===== src/rtl/rf_sched_pkg.sv =====
// Shared types for the register-file write scheduler.
// Holds the FSM state encoding and requester index constants.
package rf_sched_pkg;

   typedef enum logic [1:0] {
      ARB   = 2'd0,
      CLEAR = 2'd1,
      DONE  = 2'd2
   } state_t;

   localparam int REQ_ALU = 0;
   localparam int REQ_MEM = 1;

endpackage


===== src/rtl/rf_write_scheduler_if.sv =====
// Bundle between the writeback requesters / control unit and the scheduler.
// master: requesters + clear source + RF observer; slave: the scheduler.
interface rf_write_scheduler_if #(
   parameter int DATA_W   = 32,
   parameter int NUM_REGS = 32,
   parameter int CNT_W    = 16
);
   localparam int ADDR_W = $clog2(NUM_REGS);

   logic              req0_valid;
   logic [ADDR_W-1:0] req0_addr;
   logic [DATA_W-1:0] req0_data;
   logic              req0_ready;
   logic              req1_valid;
   logic [ADDR_W-1:0] req1_addr;
   logic [DATA_W-1:0] req1_data;
   logic              req1_ready;
   logic              clr_req;
   logic              clr_busy;
   logic              clr_done;
   logic              rf_write;
   logic [ADDR_W-1:0] rf_addr;
   logic [DATA_W-1:0] rf_wdata;
   logic [CNT_W-1:0]  collisions;

   modport master (
      output req0_valid, req0_addr, req0_data,
      output req1_valid, req1_addr, req1_data,
      output clr_req,
      input  req0_ready, req1_ready,
      input  clr_busy, clr_done,
      input  rf_write, rf_addr, rf_wdata,
      input  collisions
   );

   modport slave (
      input  req0_valid, req0_addr, req0_data,
      input  req1_valid, req1_addr, req1_data,
      input  clr_req,
      output req0_ready, req1_ready,
      output clr_busy, clr_done,
      output rf_write, rf_addr, rf_wdata,
      output collisions
   );

endinterface


===== src/rtl/rr_arbiter2.sv =====
// Two-way round-robin grant; on a tie the requester not granted last wins.
// Ports: clk, rst, en (grant allowed), valid[1:0] in; gnt[1:0] out (comb).
module rr_arbiter2 (
   input  logic       clk,
   input  logic       rst,
   input  logic       en,
   input  logic [1:0] valid,
   output logic [1:0] gnt
);
   import rf_sched_pkg::*;

   logic last_grant;

   always_comb begin
      gnt = 2'b00;
      if (en) begin
         if (valid[REQ_ALU] && valid[REQ_MEM])
            gnt = last_grant ? 2'b01 : 2'b10;
         else
            gnt = valid;
      end
   end

   // Priority only rotates when a grant is actually taken.
   always_ff @(posedge clk) begin
      if (rst)
         last_grant <= 1'b1;
      else if (|(gnt & valid))
         last_grant <= gnt[REQ_MEM];
   end

endmodule


===== src/rtl/rf_write_scheduler.sv =====
// Owns the RF write port: arbitrates ALU/load writebacks and runs bulk clear.
// Ports: clk, rst (sync, active-high), bus (slave side of the scheduler if).
module rf_write_scheduler #(
   parameter int DATA_W   = 32,
   parameter int NUM_REGS = 32,
   parameter int ZERO_R0  = 1,
   parameter int CNT_W    = 16
) (
   input logic               clk,
   input logic               rst,
   rf_write_scheduler_if.slave bus
);
   import rf_sched_pkg::*;

   localparam int ADDR_W = $clog2(NUM_REGS);
   localparam logic [ADDR_W-1:0] LAST = ADDR_W'(NUM_REGS - 1);

   state_t            state;
   logic [ADDR_W-1:0] cnt;
   logic              wr_q;
   logic [ADDR_W-1:0] addr_q;
   logic [DATA_W-1:0] data_q;
   logic              busy_q;
   logic              done_q;
   logic [CNT_W-1:0]  coll_q;

   logic [1:0]        gnt;
   logic              en;
   logic              both;
   logic              acc;
   logic [ADDR_W-1:0] acc_addr;
   logic [DATA_W-1:0] acc_data;

   assign en   = (state == ARB) && !bus.clr_req;
   assign both = bus.req0_valid && bus.req1_valid;

   rr_arbiter2 u_arb (
      .clk   (clk),
      .rst   (rst),
      .en    (en),
      .valid ({bus.req1_valid, bus.req0_valid}),
      .gnt   (gnt)
   );

   assign bus.req0_ready = gnt[REQ_ALU];
   assign bus.req1_ready = gnt[REQ_MEM];

   assign acc = (gnt[REQ_ALU] && bus.req0_valid) ||
                (gnt[REQ_MEM] && bus.req1_valid);
   assign acc_addr = gnt[REQ_ALU] ? bus.req0_addr : bus.req1_addr;
   assign acc_data = gnt[REQ_ALU] ? bus.req0_data : bus.req1_data;

   // Clear write for address 0 is issued on the entry edge so the sweep
   // shows on the port the cycle right after clr_req.
   always_ff @(posedge clk) begin
      if (rst) begin
         state  <= ARB;
         cnt    <= '0;
         wr_q   <= 1'b0;
         addr_q <= '0;
         data_q <= '0;
         busy_q <= 1'b0;
         done_q <= 1'b0;
         coll_q <= '0;
      end else begin
         unique case (state)
            ARB: begin
               if (bus.clr_req) begin
                  state  <= CLEAR;
                  cnt    <= '0;
                  wr_q   <= 1'b1;
                  addr_q <= '0;
                  data_q <= '0;
                  busy_q <= 1'b1;
               end else begin
                  if (acc) begin
                     addr_q <= acc_addr;
                     data_q <= acc_data;
                     wr_q   <= !((ZERO_R0 != 0) && (acc_addr == '0));
                  end else begin
                     wr_q <= 1'b0;
                  end
                  if (both && !(&coll_q))
                     coll_q <= coll_q + CNT_W'(1);
               end
            end
            CLEAR: begin
               if (cnt == LAST) begin
                  state  <= DONE;
                  wr_q   <= 1'b0;
                  done_q <= 1'b1;
               end else begin
                  cnt    <= cnt + ADDR_W'(1);
                  wr_q   <= 1'b1;
                  addr_q <= cnt + ADDR_W'(1);
                  data_q <= '0;
               end
            end
            DONE: begin
               state  <= ARB;
               wr_q   <= 1'b0;
               done_q <= 1'b0;
               busy_q <= 1'b0;
            end
            default: state <= ARB;
         endcase
      end
   end

   assign bus.rf_write   = wr_q;
   assign bus.rf_addr    = addr_q;
   assign bus.rf_wdata   = data_q;
   assign bus.clr_busy   = busy_q;
   assign bus.clr_done   = done_q;
   assign bus.collisions = coll_q;

endmodule


===== src/flat_wrapper.sv =====
// flat-port wrapper written by rule: the top's interface ports become plain ports
module rf_write_scheduler_flat import rf_sched_pkg::*;
#(
   parameter int DATA_W   = 32,
   parameter int NUM_REGS = 32,
   parameter int ZERO_R0  = 1,
   parameter int CNT_W    = 16
)
  (clk, rst, bus_req0_valid, bus_req0_addr, bus_req0_data, bus_req1_valid, bus_req1_addr, bus_req1_data, bus_clr_req, bus_req0_ready, bus_req1_ready, bus_clr_busy, bus_clr_done, bus_rf_write, bus_rf_addr, bus_rf_wdata, bus_collisions);
  rf_write_scheduler_if #(.DATA_W(DATA_W), .NUM_REGS(NUM_REGS), .CNT_W(CNT_W)) bus_i ();
  input logic clk;
  input logic rst;
  input wire logic [$bits(bus_i.req0_valid)-1:0] bus_req0_valid;
  input wire logic [$bits(bus_i.req0_addr)-1:0] bus_req0_addr;
  input wire logic [$bits(bus_i.req0_data)-1:0] bus_req0_data;
  input wire logic [$bits(bus_i.req1_valid)-1:0] bus_req1_valid;
  input wire logic [$bits(bus_i.req1_addr)-1:0] bus_req1_addr;
  input wire logic [$bits(bus_i.req1_data)-1:0] bus_req1_data;
  input wire logic [$bits(bus_i.clr_req)-1:0] bus_clr_req;
  output wire logic [$bits(bus_i.req0_ready)-1:0] bus_req0_ready;
  output wire logic [$bits(bus_i.req1_ready)-1:0] bus_req1_ready;
  output wire logic [$bits(bus_i.clr_busy)-1:0] bus_clr_busy;
  output wire logic [$bits(bus_i.clr_done)-1:0] bus_clr_done;
  output wire logic [$bits(bus_i.rf_write)-1:0] bus_rf_write;
  output wire logic [$bits(bus_i.rf_addr)-1:0] bus_rf_addr;
  output wire logic [$bits(bus_i.rf_wdata)-1:0] bus_rf_wdata;
  output wire logic [$bits(bus_i.collisions)-1:0] bus_collisions;
  assign bus_i.req0_valid = bus_req0_valid;
  assign bus_i.req0_addr = bus_req0_addr;
  assign bus_i.req0_data = bus_req0_data;
  assign bus_i.req1_valid = bus_req1_valid;
  assign bus_i.req1_addr = bus_req1_addr;
  assign bus_i.req1_data = bus_req1_data;
  assign bus_i.clr_req = bus_clr_req;
  assign bus_req0_ready = bus_i.req0_ready;
  assign bus_req1_ready = bus_i.req1_ready;
  assign bus_clr_busy = bus_i.clr_busy;
  assign bus_clr_done = bus_i.clr_done;
  assign bus_rf_write = bus_i.rf_write;
  assign bus_rf_addr = bus_i.rf_addr;
  assign bus_rf_wdata = bus_i.rf_wdata;
  assign bus_collisions = bus_i.collisions;
  rf_write_scheduler #(.DATA_W(DATA_W), .NUM_REGS(NUM_REGS), .ZERO_R0(ZERO_R0), .CNT_W(CNT_W)) u_core (.clk(clk), .rst(rst), .bus(bus_i));
endmodule

===== config.mk =====
export PLATFORM = sky130hd
export DESIGN_NAME = rf_write_scheduler_flat
export DESIGN_NICKNAME = d
export VERILOG_FILES = /design/src/rtl/rf_sched_pkg.sv /design/src/rtl/rf_write_scheduler_if.sv /design/src/rtl/rr_arbiter2.sv /design/src/rtl/rf_write_scheduler.sv /design/src/flat_wrapper.sv
export SDC_FILE = /design/constraint.sdc
export NUM_CORES = 1
export LEC_CHECK = 0
export CAP_MARGIN = 10
export CORE_MARGIN = 2
export CORE_UTILIZATION = 46
export DETAILED_ROUTE_END_ITERATION = 7
export GPL_ROUTABILITY_DRIVEN = 0
export PLACE_DENSITY = 0.86
export REMOVE_ABC_BUFFERS = 1
export SETUP_SLACK_MARGIN = 0.1
export SLEW_MARGIN = 0
export SYNTH_ARGS = -nofsm -noshare
export SYNTH_HDL_FRONTEND = slang
export SYNTH_SLANG_ARGS = --single-unit

===== constraint.sdc =====
create_clock -name clk -period 3.7 [get_ports clk]
set_input_delay 0.74 -clock clk [delete_from_list [all_inputs] [get_ports clk]]
set_output_delay 0.74 -clock clk [all_outputs]
set_load 0.02 [all_outputs]

==> metrics.md <==
| Metric | Value |
|---|---|
| Top cell type's share of synthesized area | 0.4052 |
| Max-cap viol count | 0 |
| Tightest Pin Transition | 0.9699 ns |
| Post-Synthesis Cells | 334 |
| Critical Path AT | 2.51 ns |
| EDFF count, synth | 0 |
| Die X | 86.91 µm |
| Reg2reg setup slack | 1.34 ns |
| Buf+Inv Stages, Crit Path | 2 |
| Hold Buf Count CTS | 0 |
| Worst path slowest cell | clkdlybuf4s50_1 |
| Slowest stage delay, CP | 0.65 ns |
| Total number of vias | 3136 |
| Critical Path Most Common Cell | clkdlybuf4s50_1 |
| DRT antenna net count | 0 |
| Core Area | 0.006719 mm² |
| Synth area leader | dfxtp_1 |
| Grt total ovfl | 0 |
| CP Max Fanout | 7 |
| Post-Syn Area | 0.003162 mm² |
| Power per Cell Area | 399.3 mW/mm² |
| CP required | 2.96 ns |
| Synth Area in Compound Gates | 0.1892 |
| Ys async rst share | 0 |
| Overall power | 1.913 mW |
| Num Clock Sinks | 64 |
| Fmax | 0.3080 GHz |
| Largest net degree at the start of global routing | 38 |
| Syn avg cell area | 9.466 µm² |
| Drt drc | 0 |
| Vias in the first global route | 2959 |
| Leak | 1.872 nW |
| Die height | 86.91 µm |
| Yosys cell types | 45 |
| Final Skew | 0.006595 ns |
| Largest cells by area after synthesis | dfxtp_1, mux2i_1, o2bb2ai_1 |
| CTS Root Cell | clkbuf_8 |
| Mux cell area share after synthesis | 0.1322 |
| ANT cells | 0 |
| Antenna violations before repair | 0 |
| Crit path depth | 5 |
| Critical path endpoint category | output pin |
| Setup Viol. Count Final | 0 |
| RSZ-0062 raised after global routing | false |
| H-tree depth | 3 |
| Setup CP Type | primary input to output pin |
| Post-layout util | 0.7130 |
| Most frequent cells after synthesis | dfxtp_1, mux2i_1, o2bb2ai_1 |
| WL per Instance | 16.26 µm |
| WL final | 8909 µm |
| CTS tree | yes |
| Register area share after synthesis | 0.4052 |
| Reg2Reg Depth | 6 |
| Final Hold Vio Count | 0 |
| Number of gates resized after CTS | 0 |
| Adder-cell share of the synthesized area | 0.03166 |
| Worst hold stages | 1 |
| Largest family of logic cells by synthesized area | simple AND/OR/NAND/NOR gates |
| CP Launch Type | primary input |
| XOR/XNOR Fraction of Synth Area | 0.002770 |
| Synth warn | 0 |
| Hold endpoint | u_core.bus.rf_wdata[14] |
| Postcts setup bufs | 0 |
| Worst VDD drop | 0.0002032 V |
| Synthesized flop and latch total | 64 |
| Num ports | 137 |
| Total GRT Usage | 0.2344 |
| Nets@finish | 550 |
| Layout cell share with drive strength beyond 1 | 0.06838 |
| Ys flop type | dfxtp_1 |
| First-pass GRT wire length | 14060 µm |
| Starting density of the core | 0.4706 |
| Hold WC Path Type | register to register |
| Final Cycle Share | 0.8776 |
| Clock-pin slew on the worst setup and hold paths | 0.07 ns |
| I/O Buffers | 136 |
| Hold path start | u_core.bus.rf_wdata[14] |
| Final Cell Area | 0.004791 mm² |
| Cell breakdown of the critical path | clkdlybuf4s50_1 -> nor2b_1 -> nand2_1 -> a21oi_1 -> clkdlybuf4s50_1 |
| Area growth, synth to finish | 51.52% |
| Worst skew pair latency | 0.34 ns |
| Max Root-Sink Buffers | 2 |
| Final HPWL DP | 6527 µm |
| Post-DP Area | 0.004556 mm² |
| Max-slew violations | 0 |
| Worst R2R End | u_core.bus.collisions[10] |
| Post-route minimum period | 3.247 ns |
| Most common cell in the netlist | dfxtp_1 |
| Slew HR | 0.3480 |
| Clock buffer count from CTS | 9 |
| Outcome | complete, no violations |
| Post-synthesis simple-gate area fraction | 0.1971 |
| Worst R2R Start | u_core.state[0] |
| Rows | 30 |
| DRT iter0 DRCs | 214 |
| Die area | 0.007552 mm² |
| DR pass1 iterations | 5 |
| Family with the most delay on the worst path | buffers and inverters |
| Setup_tns | 0 ns |
| DR vias/cell | 5.723 |
[logic make-up (layout without fill, tap and decap cells)]
| logic type | after synthesis | after routing |
|---|---|---|
| DFF | 64 | 64 |
| xor gates and xnor gates | 1 | 1 |
| muxes | 41 | 41 |
| adders and majority gates | 8 | 8 |
| buffers and inverters | 29 | 163 |
| and+or+nand+nor | 109 | 109 |
| AOI/OAI and AO/OA | 82 | 82 |
[metrics by stage]
step,setup slack [ns],instances,hold slack [ns]
floorplan,0.5254,311,0.4346
global placement,0.5327,532,0.4439
detailed placement,0.4849,532,0.4492
CTS,0.4691,548,0.4673
global route,0.3746,548,0.4825
finish,0.4529,548,0.4663
[worst max path at each step]
stage                   start             end  slack, ns
2_1_floorplan  bus_req0_valid  bus_req0_ready       0.53
5_1_grt           bus_clr_req  bus_req0_ready       0.37
3_5_place_dp      bus_clr_req  bus_req1_ready       0.48
3_3_place_gp      bus_clr_req  bus_req1_ready       0.53
4_1_cts           bus_clr_req  bus_req1_ready       0.47
6_report          bus_clr_req  bus_req1_ready       0.45
[power by group]
part / internal [mW] / switching (mW)
registers: 0.733 / 0.0269
logic: 0.217 / 0.211
clock network: 0.446 / 0.279
total: 1.40 / 0.517
[final cells by class]
type,count,area (µm²)
clock buffers,10,127.6
clock inverters,6,107.6
fillers,505,1928
inverters,6,22.52
multi-input cells,241,1753
flip-flops and latches,64,1281
well taps,80,100.1
repair buffers,141,1399
[sequential cells by signal, summed over array words and instances (netlist names)]
name / flops
u_core.cnt: 5
u_core.bus.rf_write: 1
u_core.bus.rf_wdata: 32
u_core.state: 2
u_core.bus.rf_addr: 5
u_core.bus.clr_done: 1
u_core.bus.collisions: 16
u_core.u_arb.last_grant: 1
u_core.bus.clr_busy: 1
[placed cells by master, fill, tap and decap left out, types with 7 or more instances in the layout]
master           count
clkdlybuf4s50_1    136
dfxtp_1             64
mux2i_1             35
o2bb2ai_1           32
nor2_1              24
a21oi_1             20
nand2_1             17
nor2b_1              9
clkbuf_8             9
ha_1                 8
nand4_1              7
nand3_1              7
a311oi_1             7
[worst reg2reg max path: cells and delay by family (launching register included)]
kind                     cells  cell delay [ns]
AND/OR/NAND/NOR              3             1.08
multiplexers                 1             0.37
adder cells (fa/ha/maj)      1             0.35
flip-flops                   1             0.33
buffers and inverters        1             0.13
[metal layers]
| layer | global-route usage | wire length, µm | up-vias | part of all wire |
|---|---|---|---|---|
| li1 | - | - | 1518 | - |
| met1 | 0.2919 | 3618 | 1461 | 0.41 |
| met2 | 0.3768 | 4453 | 145 | 0.50 |
| met3 | 0.08341 | 711 | 12 | 0.080 |
| met4 | 0.07813 | 126 | 0 | 0.014 |
| met5 | 0 | 0 | - | 0 |
No activity file was read; power rests on OpenSTA's default activity.
